$ cat config.mk
export PLATFORM = sky130hd
export DESIGN_NAME = seq_divider
export DESIGN_NICKNAME = d
export VERILOG_FILES = /design/src/rtl/seq_divider.sv
export SDC_FILE = /design/constraint.sdc
export NUM_CORES = 1
export LEC_CHECK = 0
export BUFFER_PORTS_ARGS = -buffer_cell sky130_fd_sc_hd__buf_2
export CAP_MARGIN = 20
export CORE_MARGIN = 4
export CORE_UTILIZATION = 25
export DETAILED_ROUTE_END_ITERATION = 7
export PLACE_DENSITY = 0.38
export REMOVE_ABC_BUFFERS = 1
export SETUP_SLACK_MARGIN = 0.02
export SLEW_MARGIN = 15
export SYNTH_ARGS = -nofsm -noshare
export SYNTH_HDL_FRONTEND = slang
export SYNTH_SLANG_ARGS = --single-unit
$ cat constraint.sdc
create_clock -name clk -period 4.5 [get_ports clk]
set_input_delay 0.225 -clock clk [delete_from_list [all_inputs] [get_ports clk]]
set_output_delay 0.225 -clock clk [all_outputs]
set_load 0.1 [all_outputs]
$ cat src/rtl/seq_divider.sv
// Purpose : multi-cycle restoring divider, unsigned or two's-complement, with zero/overflow flags and abort.
// Latency : done after WIDTH+3 edges (counting the edge that samples start); 2 edges for div-by-zero/overflow.
// Backpressure: none; start is accepted only in IDLE, any other start is dropped, clear aborts at once.
module seq_divider #(
   parameter int WIDTH = 8
) (
   input  logic             clk,
   input  logic             reset,
   input  logic             start,
   input  logic             clear,
   input  logic             signed_mode,
   input  logic [WIDTH-1:0] dividend,
   input  logic [WIDTH-1:0] divisor,
   output logic             busy,
   output logic             done,
   output logic [WIDTH-1:0] quotient,
   output logic [WIDTH-1:0] remainder,
   output logic             div_by_zero,
   output logic             overflow
);

   localparam int CNT_W = (WIDTH > 1) ? $clog2(WIDTH) : 1;
   localparam logic [WIDTH-1:0] ONES    = {WIDTH{1'b1}};
   localparam logic [WIDTH-1:0] MIN_NEG = {1'b1, {(WIDTH-1){1'b0}}};

   typedef enum logic [2:0] {
      S_IDLE,
      S_PREP,
      S_ITER,
      S_FIX,
      S_DONE
   } state_t;

   state_t state;
   state_t state_nxt;

   // registered copies of the request; inputs may change after the start edge
   logic [WIDTH-1:0] op_dvd;
   logic [WIDTH-1:0] op_dvs;
   logic             op_signed;

   // iteration working set
   logic [WIDTH-1:0] work_dvd;   // dividend magnitude, shifted out MSB first
   logic [WIDTH-1:0] work_dvs;   // divisor magnitude
   logic [WIDTH-1:0] part_rem;   // partial remainder, always < work_dvs between steps
   logic [WIDTH-1:0] work_quo;
   logic [CNT_W-1:0] cnt;
   logic             neg_quo;
   logic             neg_rem;

   logic             is_zero;
   logic             is_ovf;
   logic             dvd_neg;
   logic             dvs_neg;
   logic [WIDTH:0]   shifted;
   logic [WIDTH:0]   trial;

   // special-case detection and the trial subtraction of one restoring step
   always_comb begin
      is_zero = (op_dvs == '0);
      is_ovf  = op_signed && (op_dvd == MIN_NEG) && (op_dvs == ONES);
      dvd_neg = op_signed & op_dvd[WIDTH-1];
      dvs_neg = op_signed & op_dvs[WIDTH-1];
      shifted = {part_rem, work_dvd[WIDTH-1]};
      trial   = shifted - {1'b0, work_dvs};
   end

   // state register
   always_ff @(posedge clk or posedge reset) begin
      if (reset) begin
         state <= S_IDLE;
      end else begin
         state <= state_nxt;
      end
   end

   // next-state logic; clear overrides everything, including a concurrent start
   always_comb begin
      state_nxt = state;
      if (clear) begin
         state_nxt = S_IDLE;
      end else begin
         case (state)
            S_IDLE:  if (start) state_nxt = S_PREP;
            S_PREP:  state_nxt = (is_zero || is_ovf) ? S_DONE : S_ITER;
            S_ITER:  if (cnt == '0) state_nxt = S_FIX;
            S_FIX:   state_nxt = S_DONE;
            S_DONE:  state_nxt = S_IDLE;
            default: state_nxt = S_IDLE;
         endcase
      end
   end

   // status outputs decoded from the current state
   always_comb begin
      busy = (state == S_PREP) || (state == S_ITER) || (state == S_FIX);
      done = (state == S_DONE);
   end

   // datapath: operand capture, special cases, one quotient bit per ITER cycle, sign fix-up
   always_ff @(posedge clk or posedge reset) begin
      if (reset) begin
         op_dvd      <= '0;
         op_dvs      <= '0;
         op_signed   <= 1'b0;
         work_dvd    <= '0;
         work_dvs    <= '0;
         part_rem    <= '0;
         work_quo    <= '0;
         cnt         <= '0;
         neg_quo     <= 1'b0;
         neg_rem     <= 1'b0;
         quotient    <= '0;
         remainder   <= '0;
         div_by_zero <= 1'b0;
         overflow    <= 1'b0;
      end else if (clear) begin
         quotient    <= '0;
         remainder   <= '0;
         div_by_zero <= 1'b0;
         overflow    <= 1'b0;
      end else begin
         case (state)
            S_IDLE: begin
               if (start) begin
                  op_dvd      <= dividend;
                  op_dvs      <= divisor;
                  op_signed   <= signed_mode;
                  div_by_zero <= 1'b0;
                  overflow    <= 1'b0;
               end
            end
            S_PREP: begin
               if (is_zero) begin
                  quotient    <= ONES;
                  remainder   <= op_dvd;
                  div_by_zero <= 1'b1;
               end else if (is_ovf) begin
                  quotient    <= MIN_NEG;
                  remainder   <= '0;
                  overflow    <= 1'b1;
               end else begin
                  // the magnitude of the most-negative value still fits as unsigned
                  work_dvd <= dvd_neg ? (~op_dvd + 1'b1) : op_dvd;
                  work_dvs <= dvs_neg ? (~op_dvs + 1'b1) : op_dvs;
                  part_rem <= '0;
                  work_quo <= '0;
                  cnt      <= CNT_W'(WIDTH - 1);
                  neg_quo  <= dvd_neg ^ dvs_neg;
                  neg_rem  <= dvd_neg;
               end
            end
            S_ITER: begin
               work_dvd <= {work_dvd[WIDTH-2:0], 1'b0};
               cnt      <= cnt - CNT_W'(1);
               if (!trial[WIDTH]) begin
                  part_rem <= trial[WIDTH-1:0];
                  work_quo <= {work_quo[WIDTH-2:0], 1'b1};
               end else begin
                  part_rem <= shifted[WIDTH-1:0];
                  work_quo <= {work_quo[WIDTH-2:0], 1'b0};
               end
            end
            S_FIX: begin
               // quotient truncates toward zero; remainder follows the dividend's sign
               quotient  <= neg_quo ? (~work_quo + 1'b1) : work_quo;
               remainder <= neg_rem ? (~part_rem + 1'b1) : part_rem;
            end
            default: begin
            end
         endcase
      end
   end

endmodule
**Yosys cells after proc, flatten, opt, wreduce, memory -nomap -nowiden**

Index checks and enable logic that the tools add are counted.

- Bits of input ports: 21
- Bits in registers: 75

- Multiplexer cells: 37
- Reductions and logical operators: 18
- Equal/unequal tests: 14
- Bitwise logic cells: 10
- Add/subtract/negate cells: 6

Operators with widths:

| kind | count |
|---|---|
| $mux 8 | 15 |
| $pmux 8 s2 | 5 |
| $add 8x1->8 const B | 4 |
| $not 8->8 | 4 |
| $mux 3 | 6 |
| $eq 8x8->1 const B | 2 |
| $ne 3x3->1 const B | 5 |
| $pmux 3 s4 | 1 |
| $reduce_and 4->1 | 3 |
| $sub 9x8->9 | 1 |
| $logic_not 8->1 | 1 |
| $mux 1 | 7 |
| $eq 3x2->1 const B | 2 |
| $logic_not 3->1 | 2 |
| $pmux 3 s2 | 1 |
| $reduce_and 3->1 | 2 |
| $reduce_bool 3->1 | 2 |
| $ne 2x2->1 const B | 2 |
| $ne 4x4->1 const B | 1 |
| $pmux 1 s2 | 2 |
| $reduce_and 2->1 | 2 |
| $eq 3x1->1 const B | 1 |
| $eq 3x3->1 const B | 1 |
| $logic_or 1x1->1 | 3 |
| 6 further kinds | 10 |

**Depth between registers and ports, before layout**

- Depth in word-level cells: 7
- Depth in mapped cells: 10
- Mapped depth without buffers: 9

**Worst setup path after synthesis**

No wires, ideal clock.

- Path type: register -> register
- Start: reg work_dvd[7]
- End: reg part_rem[5]
- Period minus slack after synthesis: 2.512 ns
- Buffers on the path: 1
- Path slack: 1.988 ns
- Cell stages (with the launch flop): 11
- Arrival: 2.388 ns
- Cells stage by stage: dfrtp_1 -> inv_1 -> ha_1 -> inv_1 -> fa_1 -> a211oi_1 -> o211ai_1 -> a221o_1 -> buf_2 -> and3_1 -> a211o_1

- Cells in the longest elaborated chain, start to end: 3

RTL lines:

| element | RTL line | source |
|---|---|---|
| start: declaration | 43 | `logic [WIDTH-1:0] work_dvd;` |
| start signal: assignment | 144 | `work_dvd <= dvd_neg ? (~op_dvd + 1'b1) : op_dvd;` |
| start signal: assignment | 154 | `work_dvd <= {work_dvd[WIDTH-2:0], 1'b0};` |
| $sub 9x8->9 | 65 | `trial = shifted - {1'b0, work_dvs};` |
| $mux 8 | 156 | `if (!trial[WIDTH]) begin` |
| $pmux 8 s2 | 123 | `case (state)` |
| end signal: assignment | 157 | `part_rem <= trial[WIDTH-1:0];` |
| end signal: assignment | 160 | `part_rem <= shifted[WIDTH-1:0];` |
| end: declaration | 45 | `logic [WIDTH-1:0] part_rem;` |

Every way passes these cells.
A chain may end at the register's enable or synchronous reset.

**Worst setup path in the final report**

- Start: reg op_dvd[0]
- End: reg work_dvd[5]

- Cells in the longest elaborated chain, start to end: 6
- Elaborated cells between the ends (all ways): 11
- Those cells by class: add/sub (1); eq/ne (2); mux (4); bitwise (1); reduce/logical (3)

RTL lines:

| element | RTL line | source |
|---|---|---|
| start: declaration | 38 | `logic [WIDTH-1:0] op_dvd;` |
| start signal: assignment | 126 | `op_dvd <= dividend;` |
| $not 8->8 | 144 |  |
| $add 8x1->8 | 144 |  |
| $mux 8 | 144 |  |
| $mux 8 | 138 | `end else if (is_ovf) begin` |
| $mux 8 | 134 | `if (is_zero) begin` |
| $pmux 8 s2 | 123 |  |

Several ways; a longest one is shown, not always the timed one. The select of a mux whose other input is x is not followed.

==> results.env <==
CELL_WITH_THE_MOST_INSTANCES_AFTER_SYNTHESIS='sky130_fd_sc_hd__dfrtp_1'
SYNTH_AREA_LEADER_CELL='sky130_fd_sc_hd__dfrtp_1'
MAX_STAGE_DELAY_NS=0.50
AREAGROWTHSYNTHTOFINISH_PCT=16.3
DIE-AREA_SQ_UM=19100
FINAL_CRITICAL_PATH_REQUIRED_PERIOD_NS=2.87
CTS_SINKS=75
POST_DR_VIAS_CELL=4.69
IO_PINS=41
DIE_H_MICRONS=138
POST-ROUTE-UTIL_PCT=29.7
PWR-SHARE-SEQ_PCT=40.6
DRT_FIRST_PASS_ITERS=4
CLOCK-SKEW-FINAL_NS=0.00794
NETLIST_AREA_SQ_UM=4230
INSERTION_DELAY_NS=0.34
TIMING.SLEW.HEADROOM_PCT=37.5
CTS_RESIZED=0
RSZ0062_AT_GRT='no'
GRT_USAGE_PCT=11.9
P_CLK_SHARE_PCT=30.4
GRT_ANTENNA_BEFORE_REPAIR=0
STDCELL_AREA_SQ_UM=4920
CLOCK_PATH_BUFFERS=2
FP-ROW-COUNT=47
FILLERS=1792
NET-SWITCHING-POWER_uW=797
CRIT_CHAIN='inv_1, ha_1, nor3b_1, nor4bb_1, a21o_1, and2_4, mux2_2'
DRT_ITER0_DRC=207
NUM-NETS-FINAL=501
SYNTH_WARNINGS=0
GRT_PASS1_WL_MICRONS=18400
DOMINANTREGCELLSYNTH='sky130_fd_sc_hd__dfrtp_1'
REGTOREGSTARTPOINT='op_dvd[0]'
DRC=0
REGTOREGENDPOINT='work_dvd[5]'
CRIT_PATH_TOP_DELAY_CELL='sky130_fd_sc_hd__nor4bb_1'
SYNTH.LIB_CELLS_USED.DISTINCT=51
TOTAL_NUMBER_OF_CELLS_ALONG_THE_WORST_SETUP_PATH=7
CTS_INSERTED_BUFFERS=9
PWR-SHARE-COMB_PCT=29.0
VDD_IR_DROP_MAX_V=0.000186
SYNTHARSTFLOPSHARE_PCT=100
TRITONCTS='done'
POST-SYNTH-TOP-AREA-FRACTION_PCT=44.4
HOLD_PATH_END='op_dvs[3]'
WORSTHOLDPATHTYPE='in -> reg'
CELLINTERNALPOWER_uW=1530
SYNTH_SEQUENTIAL_AREA_RATIO_PCT=44.4
SETUP_VIOLATIONS=0
FIN_WS_NS=1.63
YS_SEQ_ELEMENTS=75
RR_WORST_DEPTH=7
GP_CONGESTION=0.779
SLEW_AT_THE_PIN_CLOSEST_TO_ITS_MAX_SLEW_LIMIT_NS=0.934
LAYOUT-DRIVE-GT1-SHARE_PCT=19.0
GRT_MAX_DEGREE=48
CP.REQUIRED_NS=4.72
WIRELENGTH_MICRONS=10900
WORSTSETUPPATHTYPE='reg -> reg'
PATH_CLK_SLEW_NS=0.06
DETAILED_PLACE.AREA_SQ_UM=4620
CLK_TREE_ROOT_CELL='sky130_fd_sc_hd__clkbuf_16'
GR-TOTAL-OVERFLOW=0
STATUS='finished clean'
SYN_AREA_PER_CELL_SQ_UM=9.86
CP.BUFFERS_INVERTERS=1
COREAREA_SQ_UM=16600
INSERTEDDIODECOUNT=0
DIE_WIDTH_MICRONS=138
CRIT_PATH_START_KIND='flop'
HOLD_WS_NS=0.115
POWER.DENSITY_nW_PER_UM2=472
EDFF_COUNT_SYNTH=0
LEAKAGE_uW=0.00235
YOSYS-TOP-CELLS-COUNT='sky130_fd_sc_hd__dfrtp_1, sky130_fd_sc_hd__nand2_1, sky130_fd_sc_hd__o21ai_0, sky130_fd_sc_hd__nor2_1, sky130_fd_sc_hd__inv_1'
INITIAL_UTILIZATION_PCT=25.5
SYNTHTOPCELLSBYAREA='sky130_fd_sc_hd__dfrtp_1, sky130_fd_sc_hd__mux2_2, sky130_fd_sc_hd__ha_1'
TIMING.FINAL.CRIT_SHARE_PCT=63.8
PLACE_WORST_SETUP_SLACK_NS=1.65
TOTALNEGATIVESETUPSLACK_NS=0
FIRST_GLOBAL_VIAS=3307
HTREE_NUM_LEVELS=3
REG2REG_SETUP_SLACK_NS=1.63
ROUTED-VIA-COUNT=3229
ANTENNA_LEFT=0
CRITICAL_PATH_FANOUT_MAX=14
WIRE_PER_INST_MICRONS=15.8
MAX_CAP_VIOLATIONS=0
SYN-INSTANCE-COUNT=429
WORSTHOLDSTART='divisor[3]'
TIMING.FINAL.HOLD_VIOLATIONS=0
CRITICAL_PATH.ENDPOINT_TYPE='flop'
DATA_ARRIVAL_AT_THE_ENDPOINT_OF_THE_CRITICAL_PATH_NS=3.09
TIMING.FMAX_MHz=348
FINAL-MAX-SLEW-VIOLATION-COUNT=0
CRITICAL-PATH-TOP-DELAY-FAMILY='simple AND/OR/NAND/NOR gates'
PLACE.DETAILED.HPWL_MICRONS=8040
POWER.SHARE.SWITCHING_PCT=34.3
NUMPORTBUFFERS=40
WHS_PATH_DEPTH=2
## layout make-up
cell class	count	area, sq um	area share (%)
Clock buffer	13	270	5.49
Clock inverter	3	21.3	0.432
Inverter	26	98.8	2.01
Multi-Input combinational cell	308	2140	43.6
Sequential cell	75	1880	38.1
Tap cell	220	275	5.60
Timing Repair Buffer	44	233	4.73
## layer usage
metal	global-route usage, %	vias to the layer above	wire length, microns
met4	4.00	0	150
met2	18.6	56	4970
met1	16.6	1569	5390
met3	2.59	12	342
met5	0	-	0
li1	-	1592	-
## registers in the layout, summed over array words and instances, names as in the netlist
register / flops
op_dvs: 8
work_dvd: 8
remainder: 8
cnt: 3
state: 3
overflow: 1
quotient: 8
div_by_zero: 1
part_rem: 8
op_signed: 1
neg_quo: 1
work_dvs: 8
work_quo: 8
op_dvd: 8
neg_rem: 1
## worst reg2reg max path: cells and delay by family, from the launching register on
family | cells | cell delay [ns]
muxes | 1 | 0.37
and+or+nand+nor | 3 | 1.21
AOI/OAI and AO/OA | 1 | 0.50
adders and majority gates | 1 | 0.16
buffers and inverters | 1 | 0.09
DFF | 1 | 0.42
## power groups by stage
stage / clock [uW] / combinational (uW) / sequential, uW
6_report: 706 / 674 / 943
4_1_cts: 739 / 686 / 945
5_1_grt: 768 / 774 / 968
3_3_place_gp: 0 / 676 / 952
3_5_place_dp: 0 / 684 / 956
2_1_floorplan: 0 / 514 / 930
## cell usage in the layout, fill, tap and decap left out, drive strengths merged, types with 7 or more instances in the layout
cell type,instances
dfrtp,75
nand2,45
buf,43
o21ai,33
nor2,31
mux2,26
inv,25
nand3,15
a21oi,15
ha,15
xnor2,14
xor2,13
clkbuf,13
mux2i,12
a22o,8
o2bb2ai,8
nor3,7
## logic make-up after synthesis
| group | synth area share [%] |
|---|---|
| buf+inv | 4.97 |
| mux | 10.0 |
| xor+xnor | 5.59 |
| flops | 44.4 |
| compound gates | 16.1 |
| fa+ha+maj | 4.91 |
| simple gates | 14.1 |
## through the flow
stage	power, uW	std cells
finish	2320	689
floorplan	1440	409
detailed placement	1640	672
global route	2510	689
global placement	1630	672
CTS	2370	689
## what timing repair did
action	CTS	global route
setup buffers	0	0
hold endpoints to repair	28	0
hold buffers	1	0
## worst max-delay path by stage
stage                   start          end  slack (ns)
floorplan           op_dvd[0]  work_dvd[3]        1.78
global placement    op_dvd[0]  work_dvd[4]        1.72
detailed placement  op_dvd[0]  work_dvd[3]        1.65
CTS                 op_dvd[1]  work_dvd[5]        1.62
global route        op_dvd[1]  quotient[7]        1.37
finish              op_dvd[0]  work_dvd[5]        1.63
Note: power is estimated with default switching activity, not from simulation.
